## src/rtl/lcd_text_feeder.sv

```systemverilog
// Feeds a 2x16 text buffer to the character LCD controller, one whole line at a time,
// over the line/char/flag/done handshake; lcd_done arrives from a slower clock domain.
module lcd_text_feeder #(
   parameter logic [7:0] BLANK_CHAR  = 8'h20,
   parameter int         SYNC_STAGES = 2
) (
   input  logic       clock,
   input  logic       reset,
   input  logic       wr_en,
   input  logic [4:0] wr_addr,
   input  logic [7:0] wr_data,
   input  logic       clr,
   input  logic [4:0] rd_addr,
   output logic [7:0] rd_data,
   output logic       lcd_line,
   output logic [7:0] lcd_char,
   output logic       lcd_flag,
   input  logic       lcd_done,
   output logic       busy
);

   typedef enum logic [1:0] {S_IDLE, S_FETCH, S_WAIT} state_t;

   state_t                 state_q, state_d;
   logic [7:0]             text_q [32];
   logic [1:0]             dirty_q, dirty_d;
   logic [3:0]             col_q, col_d;
   logic                   cur_line_q, cur_line_d;
   logic [7:0]             lcd_char_q, lcd_char_d;
   logic                   lcd_line_q, lcd_line_d;
   logic                   lcd_flag_q, lcd_flag_d;
   logic [SYNC_STAGES-1:0] sync_q;
   logic                   synced_q;
   logic                   done_rise;
   logic                   sel;

   assign done_rise = sync_q[SYNC_STAGES-1] & ~synced_q;
   // Line 0 always wins when both lines are dirty.
   assign sel       = ~dirty_q[0];

   assign rd_data  = text_q[rd_addr];
   assign lcd_line = lcd_line_q;
   assign lcd_char = lcd_char_q;
   assign lcd_flag = lcd_flag_q;
   assign busy     = (state_q != S_IDLE) || (dirty_q != 2'b00);

   always_ff @(posedge clock or posedge reset) begin
      if (reset) begin
         for (int i = 0; i < 32; i++) text_q[i] <= BLANK_CHAR;
      end else if (clr) begin
         for (int i = 0; i < 32; i++) text_q[i] <= BLANK_CHAR;
      end else if (wr_en) begin
         text_q[wr_addr] <= wr_data;
      end
   end

   always_ff @(posedge clock or posedge reset) begin
      if (reset) begin
         sync_q   <= '0;
         synced_q <= 1'b0;
      end else begin
         sync_q   <= {sync_q[SYNC_STAGES-2:0], lcd_done};
         synced_q <= sync_q[SYNC_STAGES-1];
      end
   end

   always_ff @(posedge clock or posedge reset) begin
      if (reset) begin
         state_q    <= S_IDLE;
         dirty_q    <= 2'b11;
         col_q      <= 4'd0;
         cur_line_q <= 1'b0;
         lcd_char_q <= 8'h00;
         lcd_line_q <= 1'b0;
         lcd_flag_q <= 1'b0;
      end else begin
         state_q    <= state_d;
         dirty_q    <= dirty_d;
         col_q      <= col_d;
         cur_line_q <= cur_line_d;
         lcd_char_q <= lcd_char_d;
         lcd_line_q <= lcd_line_d;
         lcd_flag_q <= lcd_flag_d;
      end
   end

   always_comb begin
      state_d = state_q;
      case (state_q)
         S_IDLE:  if (dirty_q != 2'b00) state_d = S_FETCH;
         S_FETCH: state_d = S_WAIT;
         S_WAIT:  if (done_rise) state_d = (col_q == 4'd15) ? S_IDLE : S_FETCH;
         default: state_d = S_IDLE;
      endcase
   end

   always_comb begin
      dirty_d    = dirty_q;
      col_d      = col_q;
      cur_line_d = cur_line_q;
      lcd_char_d = lcd_char_q;
      lcd_line_d = lcd_line_q;
      lcd_flag_d = lcd_flag_q;
      case (state_q)
         S_IDLE: begin
            if (dirty_q != 2'b00) begin
               cur_line_d   = sel;
               dirty_d[sel] = 1'b0;
               col_d        = 4'd0;
            end
         end
         S_FETCH: begin
            lcd_char_d = text_q[{cur_line_q, col_q}];
            lcd_line_d = cur_line_q;
            lcd_flag_d = 1'b1;
         end
         S_WAIT: begin
            if (done_rise) begin
               lcd_flag_d = 1'b0;
               if (col_q != 4'd15) col_d = col_q + 4'd1;
            end
         end
         default: ;
      endcase
      // A write landing on the line being selected must survive, so the whole line is re-sent.
      if (clr)        dirty_d = 2'b11;
      else if (wr_en) dirty_d[wr_addr[4]] = 1'b1;
   end

endmodule

```

## config.mk

```make
export PLATFORM = sky130hd
export DESIGN_NAME = lcd_text_feeder
export DESIGN_NICKNAME = d
export VERILOG_FILES = /design/src/rtl/lcd_text_feeder.sv
export SDC_FILE = /design/constraint.sdc
export NUM_CORES = 1
export LEC_CHECK = 0
export CAP_MARGIN = 20
export CORE_ASPECT_RATIO = 0.9
export CORE_UTILIZATION = 30
export CTS_BUF_LIST = sky130_fd_sc_hd__clkbuf_8
export CTS_CLUSTER_SIZE = 28
export DETAILED_ROUTE_END_ITERATION = 12
export PLACE_DENSITY_LB_ADDON = 0.25
export SLEW_MARGIN = 25
export SYNTH_ARGS = -nofsm -noshare
export SYNTH_HDL_FRONTEND = slang
export SYNTH_SLANG_ARGS = --single-unit
```

## constraint.sdc

```tcl
create_clock -name clock -period 23.5 [get_ports clock]
set_input_delay 4.7 -clock clock [delete_from_list [all_inputs] [get_ports clock]]
set_output_delay 4.7 -clock clock [all_outputs]
set_load 0.01 [all_outputs]
```

# After elaboration in Yosys (flattened, before gate mapping)
# Cells that the tools add are included.
# word_totals
ff_bits,278
output_inout_bits,19
# classes
add_sub_neg,1
magnitude_cmp,8
n_eq_ne,7
n_mux,29
n_bitwise,9
reduce_logical,14
# ops
op,count
2-to-1 mux 256 bit,2
bitwise mux 256 bit,1
binary-select mux 8 bit (select 5 bit),2
demux 8 bit (select 5 bit),1
2-to-1 mux 8 bit,5
">= comparator 6 bit, second input constant",3
NOT 5 -> 6 bit,3
2-to-1 mux 2 bit,6
2-to-1 mux 4 bit,3
nonzero test 2 bit,5
one-hot mux 4 bit (2 select lines),1
"less-than comparator 6 x 1 -> 1 bit, second input constant",1
"inequality test 2 bit, second input constant",3
one-hot mux 2 bit (3 select lines),1
AND reduction 2 bit,3
"adder 4 x 1 -> 4 bit, second input constant",1
"== test 4 bit, second input constant",1
"less-than comparator 1 x 2 -> 1 bit, second input constant",2
2-to-1 mux 1 bit,4
"inequality test 4 bit, second input constant",1
AND reduction 4 bit,1
logical AND 1 bit,3
bitwise AND 2 bit,1
demux 1 bit (select 1 bit),2
other kinds (10),12

# Longest topological paths before layout
# Gate-level depths: netlist (run 1).
# depth
depth_word,12
ltp_mapped,7

# Worst setup path after synthesis (run 1)
# Ideal clock, no wire load.
# synth_path
kind,input to output
startpoint,input rd_addr[1]
endpoint,output rd_data[6]
arrival_ns,6.371
required_time_ns,18.800
slack_ns,12.429
cell_stages,6
path_buffers,3
cell_sequence,buf_2 -> buf_2 -> buf_4 -> mux4_2 -> mux4_2 -> mux2_2
# synth_between
elab_chain_cells,4
# synth_lines
element,line_no,text
"start, declared",13,"input logic [4:0] rd_addr,"
NOT 5 -> 6 bit (implied by the code),41,assign rd_data = text_q[rd_addr];
binary-select mux 8 bit (select 5 bit),41,
2-to-1 mux 8 bit (implied by the code) (2 in a row),41,
"end, declared",14,"output logic [7:0] rd_data,"
# No other way between the ends. The select of a mux whose other input is x is not followed.

# Worst setup path in the final report (run 1)
# layout_path
startpoint,input rd_addr[0]
endpoint,output rd_data[7]
# The elaborated chain is that of the path after synthesis.

==> flow_summary.json, run 1 <==
{
  "rrSetupSlack_ns": 20.62,
  "cts.path.max_buffers": 3,
  "holdPathStages": 0,
  "cts_resized": 0,
  "dp_hpwl_um": 37100,
  "yosysSeqAreaShare": 0.447,
  "pin_count": 42,
  "clockRootBuffer": "clkbuf_8",
  "yosys_warnings": 0,
  "die_x_um": 243,
  "slew_headroom": 0.366,
  "netlist_instances": 1559,
  "core_um2": 51600,
  "wl_met2_um": 24200,
  "clock-sinks": 278,
  "hold_viol": 0,
  "hp-class": "register to register",
  "num_rows": 79,
  "vias_per_cell": 5.82,
  "layout.area.seq_um2": 7000,
  "crit_type": "input pin to output pin",
  "cp.arrival_ns": 7.42,
  "path_max_fanout": 62,
  "drt-met1-wl_um": 24600,
  "period_minus_slack_ns": 12.12,
  "netlist.area_leader.share": 0.390,
  "timing.clock.skew_ns": 0.0272,
  "max-cap-violations": 0,
  "grt.overflow.total": 0,
  "numPortBuffers": 41,
  "cts_tree": "done",
  "dieArea_um2": 53100,
  "hold_buffers": 0,
  "synth_top_flop_cell": "dfrtp_1",
  "htreeDepth": 2,
  "syn2layout_area_growth_pct": 12.9,
  "final.setup.tns_ns": 0,
  "top_layer": "met5",
  "leakage_nw": 6.49,
  "antenna_found_initial": 3,
  "initial_core_util": 0.303,
  "cts_setup_buffers": 0,
  "grt_pass1_vias": 12500,
  "synth-edff-count": 0,
  "syn_area_um2": 15700,
  "gr-usage-all-layers": 0.216,
  "holdCritStartpoint": "sync_q[0]$_DFF_PP0_",
  "multi_input_area_um2": 8030,
  "ir_drop_v": 0.0000357,
  "setup_violations": 0,
  "worstPathRequired_ns": 18.80,
  "total_power_mw": 1.24,
  "hold_end": "sync_q[1]$_DFF_PP0_",
  "grt_max_degree": 168,
  "first_pass_iters": 6,
  "vias": 13200,
  "insertion_delay_ns": 0.64,
  "grt_pass1_wl_um": 85500,
  "power.density_nw_per_um2": 70.0,
  "ys_async_sr_fraction": 1.00,
  "pre_cts_slack_ns": 11.10,
  "r2r-start": "col_q[1]$_DFFE_PP0P_",
  "clkTransAtPathRegs_ns": 0.05,
  "drc": 0,
  "worstMarginPinSlew_ns": 0.947,
  "finalCritPeriodShare": 0.516,
  "rsz0062_at_grt": "false",
  "nets": 1557,
  "synth_area_per_cell_um2": 10.0,
  "max_clock_freq_ghz": 0.0825,
  "status": "finished, final reports clean",
  "dieHeight_um": 219,
  "worstReg2RegEnd": "lcd_char[7]$_DFFE_PP0P_",
  "place.gp.congestion": 0.953,
  "startpoint_type": "input pin",
  "wl_met3_um": 7180,
  "synth_nets": 1583,
  "reg2reg_depth": 4,
  "cts_made_buffers": 51,
  "wl_per_cell_um": 25.3,
  "initialDrtViolationCount": 1797,
  "ys_types": 44,
  "ys_ff_latch": 278,
  "nFillCells": 5237,
  "routed_wl_um": 57300,
  "finalMaxSlewViolations": 0,
  "ys_top_cells_by_area": "dfrtp_1, mux4_2, a21oi_1",
  "synth.largest_area_cell": "dfrtp_1",
  "fin_ws_ns": 11.38,
  "drive_gt1_frac": 0.177,
  "cp-end-kind": "output pin",
  "route.antenna.remaining_nets": 0
}
state kept, by name (all words and copies together) (netlist names), 2 cells and up:
name      flops
text_q      256
lcd_char      8
col_q         4
dirty_q       2
state_q       2
sync_q        2
routing by layer:
metal / GRT usage / up-vias
met4: 0.0656 / 4
li1: - / 5664
met2: 0.303 / 812
met5: 0 / -
met3: 0.0777 / 82
met1: 0.309 / 6612
worst max path at each step:
stage | from | end | cells after the start
floorplan | reset | col_q[0]$_DFFE_PP0P_ | 1
global placement | rd_addr[0] | rd_data[5] | 6
detailed placement | rd_addr[0] | rd_data[7] | 6
CTS | rd_addr[0] | rd_data[7] | 6
global route | rd_addr[0] | rd_data[2] | 6
finish | rd_addr[0] | rd_data[7] | 6
cells by family (layout without fill, tap and decap cells):
kind of cell,count (synthesis),after routing,share of synthesized area
AOI/OAI and AO/OA,417,417,0.144
adders and majority gates,1,1,0.000799
buffers and inverters,162,178,0.0421
DFF,278,278,0.447
muxes,200,200,0.220
other,0,2,0
and+or+nand+nor,501,501,0.146
final cells by class:
type	count	area share
multi-input cells	1119	0.454
flip-flops and latches	278	0.396
well taps	688	0.0487
clock buffers	62	0.0483
repair buffers	78	0.0399
clock inverters	33	0.0107
inverters	5	0.00149
diodes	2	0.000283
Yosys cell counts, drive strengths merged (30+ instances only):
cell type	number
o21ai	132
nand3	145
a21oi	230
dfrtp	244
clkbuf	124
dfstp	34
buf	33
nand2	275
mux2i	76
mux4	114
a22oi	30
nand3b	37
cells in the final DEF, fill, tap and decap left out, types with 3 or more instances in the layout:
cell type        instances
a32oi_1                  7
mux2i_1                 76
clkbuf_8                62
o22a_1                   8
clkinv_2                 3
buf_4                   36
mux4_2                 114
clkdlybuf4s50_1         38
a21oi_1                230
nand3_1                145
mux2_2                  10
nor2_1                  21
nor3b_4                  3
o21ai_0                132
nand2_1                275
dfstp_2                 34
inv_1                   30
nor2b_1                  3
buf_6                    3
a22oi_1                 30
dfrtp_1                242
nand3b_1                37
power breakdown:
group | internal, mW | switching [mW]
combinational | 0.0923 | 0.137
sequential | 0.493 | 0.0346
clock | 0.260 | 0.219
total | 0.845 | 0.391
through the flow:
| step | cells | hold WS (ns) | area (um^2) | utilization |
|---|---|---|---|---|
| detailed placement | 2168 | 0.343 | 16600 | 0.322 |
| finish | 2265 | 0.354 | 17700 | 0.342 |
| global placement | 2167 | 0.342 | 16600 | 0.322 |
| floorplan | 1559 | 0.331 | 15700 | - |
| global route | 2263 | 0.365 | 17700 | 0.342 |
| CTS | 2263 | 0.356 | 17700 | 0.342 |
worst max-delay path: stages:
cell and delay [ns]:
buf_4 0.11, buf_6 0.58, mux4_2 0.61, mux4_2 0.51
mux2_2 0.33, clkdlybuf4s50_1 0.50
Note: power is estimated with default switching activity, not from simulation.
==> run 2: changes to the inputs <==
==> constraint.sdc (replaced) <==
create_clock -name clock -period 11.4 [get_ports clock]
set_input_delay 2.28 -clock clock [delete_from_list [all_inputs] [get_ports clock]]
set_output_delay 2.28 -clock clock [all_outputs]
set_load 0.01 [all_outputs]
==> flow_summary.json, run 2 (same netlist as run 1, synthesis figures left out) <==
{
  "cts_setup_buffers": 0,
  "drive_gt1_frac": 0.177,
  "routed_wl_um": 57300,
  "crit_type": "input pin to output pin",
  "worstPathRequired_ns": 9.12,
  "hold_buffers": 0,
  "fin_ws_ns": 3.99,
  "insertion_delay_ns": 0.64,
  "path_max_fanout": 36,
  "numPortBuffers": 41,
  "worstMarginPinSlew_ns": 1.00,
  "route.antenna.remaining_nets": 0,
  "wl_per_cell_um": 25.3,
  "cts_resized": 0,
  "cp-end-kind": "output pin",
  "cts_tree": "done",
  "cts.path.max_buffers": 3,
  "rsz0062_at_grt": "false",
  "finalCritPeriodShare": 0.650,
  "pre_cts_slack_ns": 3.78,
  "max-cap-violations": 0,
  "ir_drop_v": 0.0000987,
  "pin_count": 42,
  "worstReg2RegEnd": "lcd_char[7]$_DFFE_PP0P_",
  "antenna_found_initial": 3,
  "gr-usage-all-layers": 0.217,
  "mostFrequentLayoutCell": "nand2_1",
  "setup_violations": 0,
  "die_x_um": 243,
  "timing.clock.skew_ns": 0.0119,
  "dieHeight_um": 219,
  "grt_max_degree": 106,
  "initialDrtViolationCount": 1848,
  "clockRootBuffer": "clkbuf_8",
  "status": "finished, final reports clean",
  "period_minus_slack_ns": 7.41,
  "htreeDepth": 2,
  "vias": 13300,
  "clkTransAtPathRegs_ns": 0.06,
  "largest_register_ffs": 256,
  "crit_end": "rd_data[0]",
  "num_rows": 79,
  "dieArea_um2": 53100,
  "final_cells": 2265,
  "startpoint_type": "input pin",
  "place.gp.congestion": 0.946,
  "slew_headroom": 0.331,
  "r2r-start": "col_q[1]$_DFFE_PP0P_",
  "clock-sinks": 278,
  "syn2layout_area_growth_pct": 13.2,
  "rrSetupSlack_ns": 8.55,
  "power.density_nw_per_um2": 145,
  "final.setup.tns_ns": 0,
  "nets": 1557,
  "multi_input_area_um2": 8030,
  "grt_pass1_vias": 12600,
  "design_area_um2": 17700,
  "grt.overflow.total": 0,
  "drc": 0,
  "layout_common_cells": "nand2_1, dfrtp_1, a21oi_1",
  "dp_hpwl_um": 37400,
  "leakage_nw": 6.52,
  "dpl_cell_area_um2": 16600,
  "first_pass_iters": 5,
  "cts_made_buffers": 50,
  "vias_per_cell": 5.89,
  "initial_core_util": 0.303,
  "grt_pass1_wl_um": 86500,
  "core_um2": 51600,
  "max_clock_freq_ghz": 0.135,
  "layout.area.seq_um2": 7000,
  "dp_cells": 2168,
  "reg2reg_depth": 4,
  "startpoint": "rd_addr[0]",
  "fin_util": 0.343,
  "cp.arrival_ns": 5.13,
  "top_register": "text_q",
  "finalMaxSlewViolations": 0,
  "nFillCells": 5257,
  "hold_viol": 0,
  "hp-class": "register to register"
}
==> run 2: where the power goes <==
group / internal (mW) / switching (mW) / leakage (nW)
combinational: 0.191 / 0.284 / 2.14
clock: 0.562 / 0.449 / 0.642
sequential: 1.02 / 0.0705 / 3.74
==> run 2: worst min-delay path by stage <==
stage | from | slack [ns] | to | cells past startpoint
2_1_floorplan | sync_q[0]$_DFF_PP0_ | 0.33 | sync_q[1]$_DFF_PP0_ | 0
3_3_place_gp | sync_q[0]$_DFF_PP0_ | 0.34 | sync_q[1]$_DFF_PP0_ | 0
3_5_place_dp | sync_q[0]$_DFF_PP0_ | 0.34 | sync_q[1]$_DFF_PP0_ | 0
4_1_cts | sync_q[0]$_DFF_PP0_ | 0.36 | sync_q[1]$_DFF_PP0_ | 0
5_1_grt | sync_q[0]$_DFF_PP0_ | 0.37 | sync_q[1]$_DFF_PP0_ | 0
6_report | sync_q[0]$_DFF_PP0_ | 0.35 | sync_q[1]$_DFF_PP0_ | 0
==> run 2: through the flow <==
step                      hold slack, ns  power (mW)
after floorplan                    0.331        1.43
final                              0.353        2.57
after CTS                          0.356        2.59
after global routing               0.367        2.67
after detailed placement           0.344        1.58
after global placement             0.344        1.57
==> run 2: final cells by class <==
class | count | share of cell area
clock buffers | 63 | 0.0489
multi-input cells | 1119 | 0.453
flip-flops and latches | 278 | 0.395
clock inverters | 31 | 0.0112
diodes | 2 | 0.000282
well taps | 688 | 0.0486
repair buffers | 79 | 0.0412
inverters | 5 | 0.00148
==> run 2: critical path, stage by stage <==
cell	delay, ns
buf_4	0.24
buf_4	0.37
buf_16	0.30
mux4_2	0.55
mux4_2	0.50
mux2_2	0.33
clkdlybuf4s50_1	0.49
==> run 2: per-layer routing <==
| metal | GRT usage | vias to the layer above | wire, um |
|---|---|---|---|
| met1 | 0.327 | 6828 | 25900 |
| met4 | 0.0642 | 0 | 1370 |
| met3 | 0.0481 | 79 | 6020 |
| met2 | 0.306 | 772 | 24000 |
| met5 | 0 | - | 0 |
| li1 | - | 5658 | - |
==> run 3: changes to the inputs <==
==> constraint.sdc (replaced) <==
create_clock -name clock -period 7.69 [get_ports clock]
set_input_delay 1.538 -clock clock [delete_from_list [all_inputs] [get_ports clock]]
set_output_delay 1.538 -clock clock [all_outputs]
set_load 0.01 [all_outputs]
==> flow_summary.json, run 3 (same netlist as run 1, synthesis figures left out) <==
{
  "mostFrequentLayoutCell": "nand2_1",
  "fin_util": 0.343,
  "worstMarginPinSlew_ns": 1.02,
  "route.antenna.remaining_nets": 0,
  "total_power_mw": 3.79,
  "cp.arrival_ns": 4.42,
  "cts_tree": "done",
  "leakage_nw": 6.51,
  "initialDrtViolationCount": 1610,
  "vias_per_cell": 5.91,
  "max_clock_freq_ghz": 0.168,
  "dpl_cell_area_um2": 16600,
  "pre_cts_slack_ns": 1.67,
  "worstPathRequired_ns": 6.15,
  "finalMaxSlewViolations": 0,
  "antenna_found_initial": 3,
  "r2r-start": "col_q[1]$_DFFE_PP0P_",
  "timing.clock.skew_ns": 0.0239,
  "finalCritPeriodShare": 0.774,
  "drc": 0,
  "grt_pass1_wl_um": 87300,
  "power.density_nw_per_um2": 214,
  "drive_gt1_frac": 0.177,
  "cts_setup_buffers": 0,
  "fin_ws_ns": 1.74,
  "startpoint_type": "input pin",
  "final_cells": 2265,
  "rsz0062_at_grt": "false",
  "slew_headroom": 0.321,
  "top_register": "text_q",
  "rrSetupSlack_ns": 4.81,
  "setup_violations": 0,
  "insertion_delay_ns": 0.63,
  "initial_core_util": 0.303,
  "path_max_fanout": 45,
  "syn2layout_area_growth_pct": 13.2,
  "nets": 1559,
  "period_minus_slack_ns": 5.95,
  "cp-end-kind": "output pin",
  "gr-usage-all-layers": 0.221,
  "dp_hpwl_um": 37900,
  "dp_cells": 2169,
  "clkTransAtPathRegs_ns": 0.06,
  "routed_wl_um": 58500,
  "cts_made_buffers": 51,
  "hold_buffers": 0,
  "status": "finished, final reports clean",
  "startpoint": "rd_addr[0]",
  "final.setup.tns_ns": 0,
  "numPortBuffers": 41,
  "vias": 13400,
  "dieHeight_um": 219,
  "grt.overflow.total": 0,
  "dieArea_um2": 53100,
  "clockRootBuffer": "clkbuf_8",
  "cts_resized": 0,
  "max-cap-violations": 0,
  "hold_viol": 0,
  "die_x_um": 243,
  "clock-sinks": 278,
  "crit_type": "input pin to output pin",
  "worstReg2RegEnd": "lcd_char[7]$_DFFE_PP0P_",
  "wl_per_cell_um": 25.8,
  "layout_common_cells": "nand2_1, dfrtp_1, a21oi_1",
  "grt_pass1_vias": 12800,
  "fin_hold_ws_ns": 0.352,
  "htreeDepth": 2,
  "crit_end": "rd_data[4]",
  "core_um2": 51600,
  "num_rows": 79,
  "place.gp.congestion": 0.948,
  "ir_drop_v": 0.000121,
  "grt_max_degree": 185,
  "reg2reg_depth": 4,
  "first_pass_iters": 6,
  "pin_count": 42,
  "cts.path.max_buffers": 3,
  "hp-class": "register to register",
  "largest_register_ffs": 256,
  "design_area_um2": 17700
}
-- run 3: metal layers --
metal  wire [um]  global-route usage  vias to the layer above  part of all wire
met5          45                   0                        -           0.00077
met3        6320              0.0592                      126              0.11
met4        1870              0.0782                        6             0.032
met2       24900               0.314                      790              0.42
met1       25400               0.319                     6811              0.43
li1            -                   -                     5654                 -
-- run 3: worst min-delay path by stage --
stage               slack [ns]                  end  cells past startpoint                start
finish                    0.35  sync_q[1]$_DFF_PP0_                      0  sync_q[0]$_DFF_PP0_
global route              0.37  sync_q[1]$_DFF_PP0_                      0  sync_q[0]$_DFF_PP0_
CTS                       0.36  sync_q[1]$_DFF_PP0_                      0  sync_q[0]$_DFF_PP0_
detailed placement        0.35  sync_q[1]$_DFF_PP0_                      0  sync_q[0]$_DFF_PP0_
global placement          0.34  sync_q[1]$_DFF_PP0_                      0  sync_q[0]$_DFF_PP0_
floorplan                 0.33  sync_q[1]$_DFF_PP0_                      0  sync_q[0]$_DFF_PP0_
-- run 3: report_power, final --
part           total (mW)  switching [mW]  internal, mW
Combinational       0.725           0.439         0.286
Clock                1.46           0.653         0.811
Sequential           1.60          0.0929          1.51
Total                3.79            1.19          2.60
-- run 3: area by class of cell --
type	count	area, um^2
fillers	5221	33900
multi-input cells	1119	8030
flip-flops and latches	278	7000
clock buffers	64	881
well taps	688	861
repair buffers	80	752
clock inverters	30	168
inverters	5	22.5
diodes	1	2.50
-- run 3: worst max-delay path: stages --
cell and delay [ns]:
buf_4 0.61, buf_4 0.40, mux4_2 0.53, mux4_2 0.47, mux2_2 0.33, clkdlybuf4s50_1 0.51
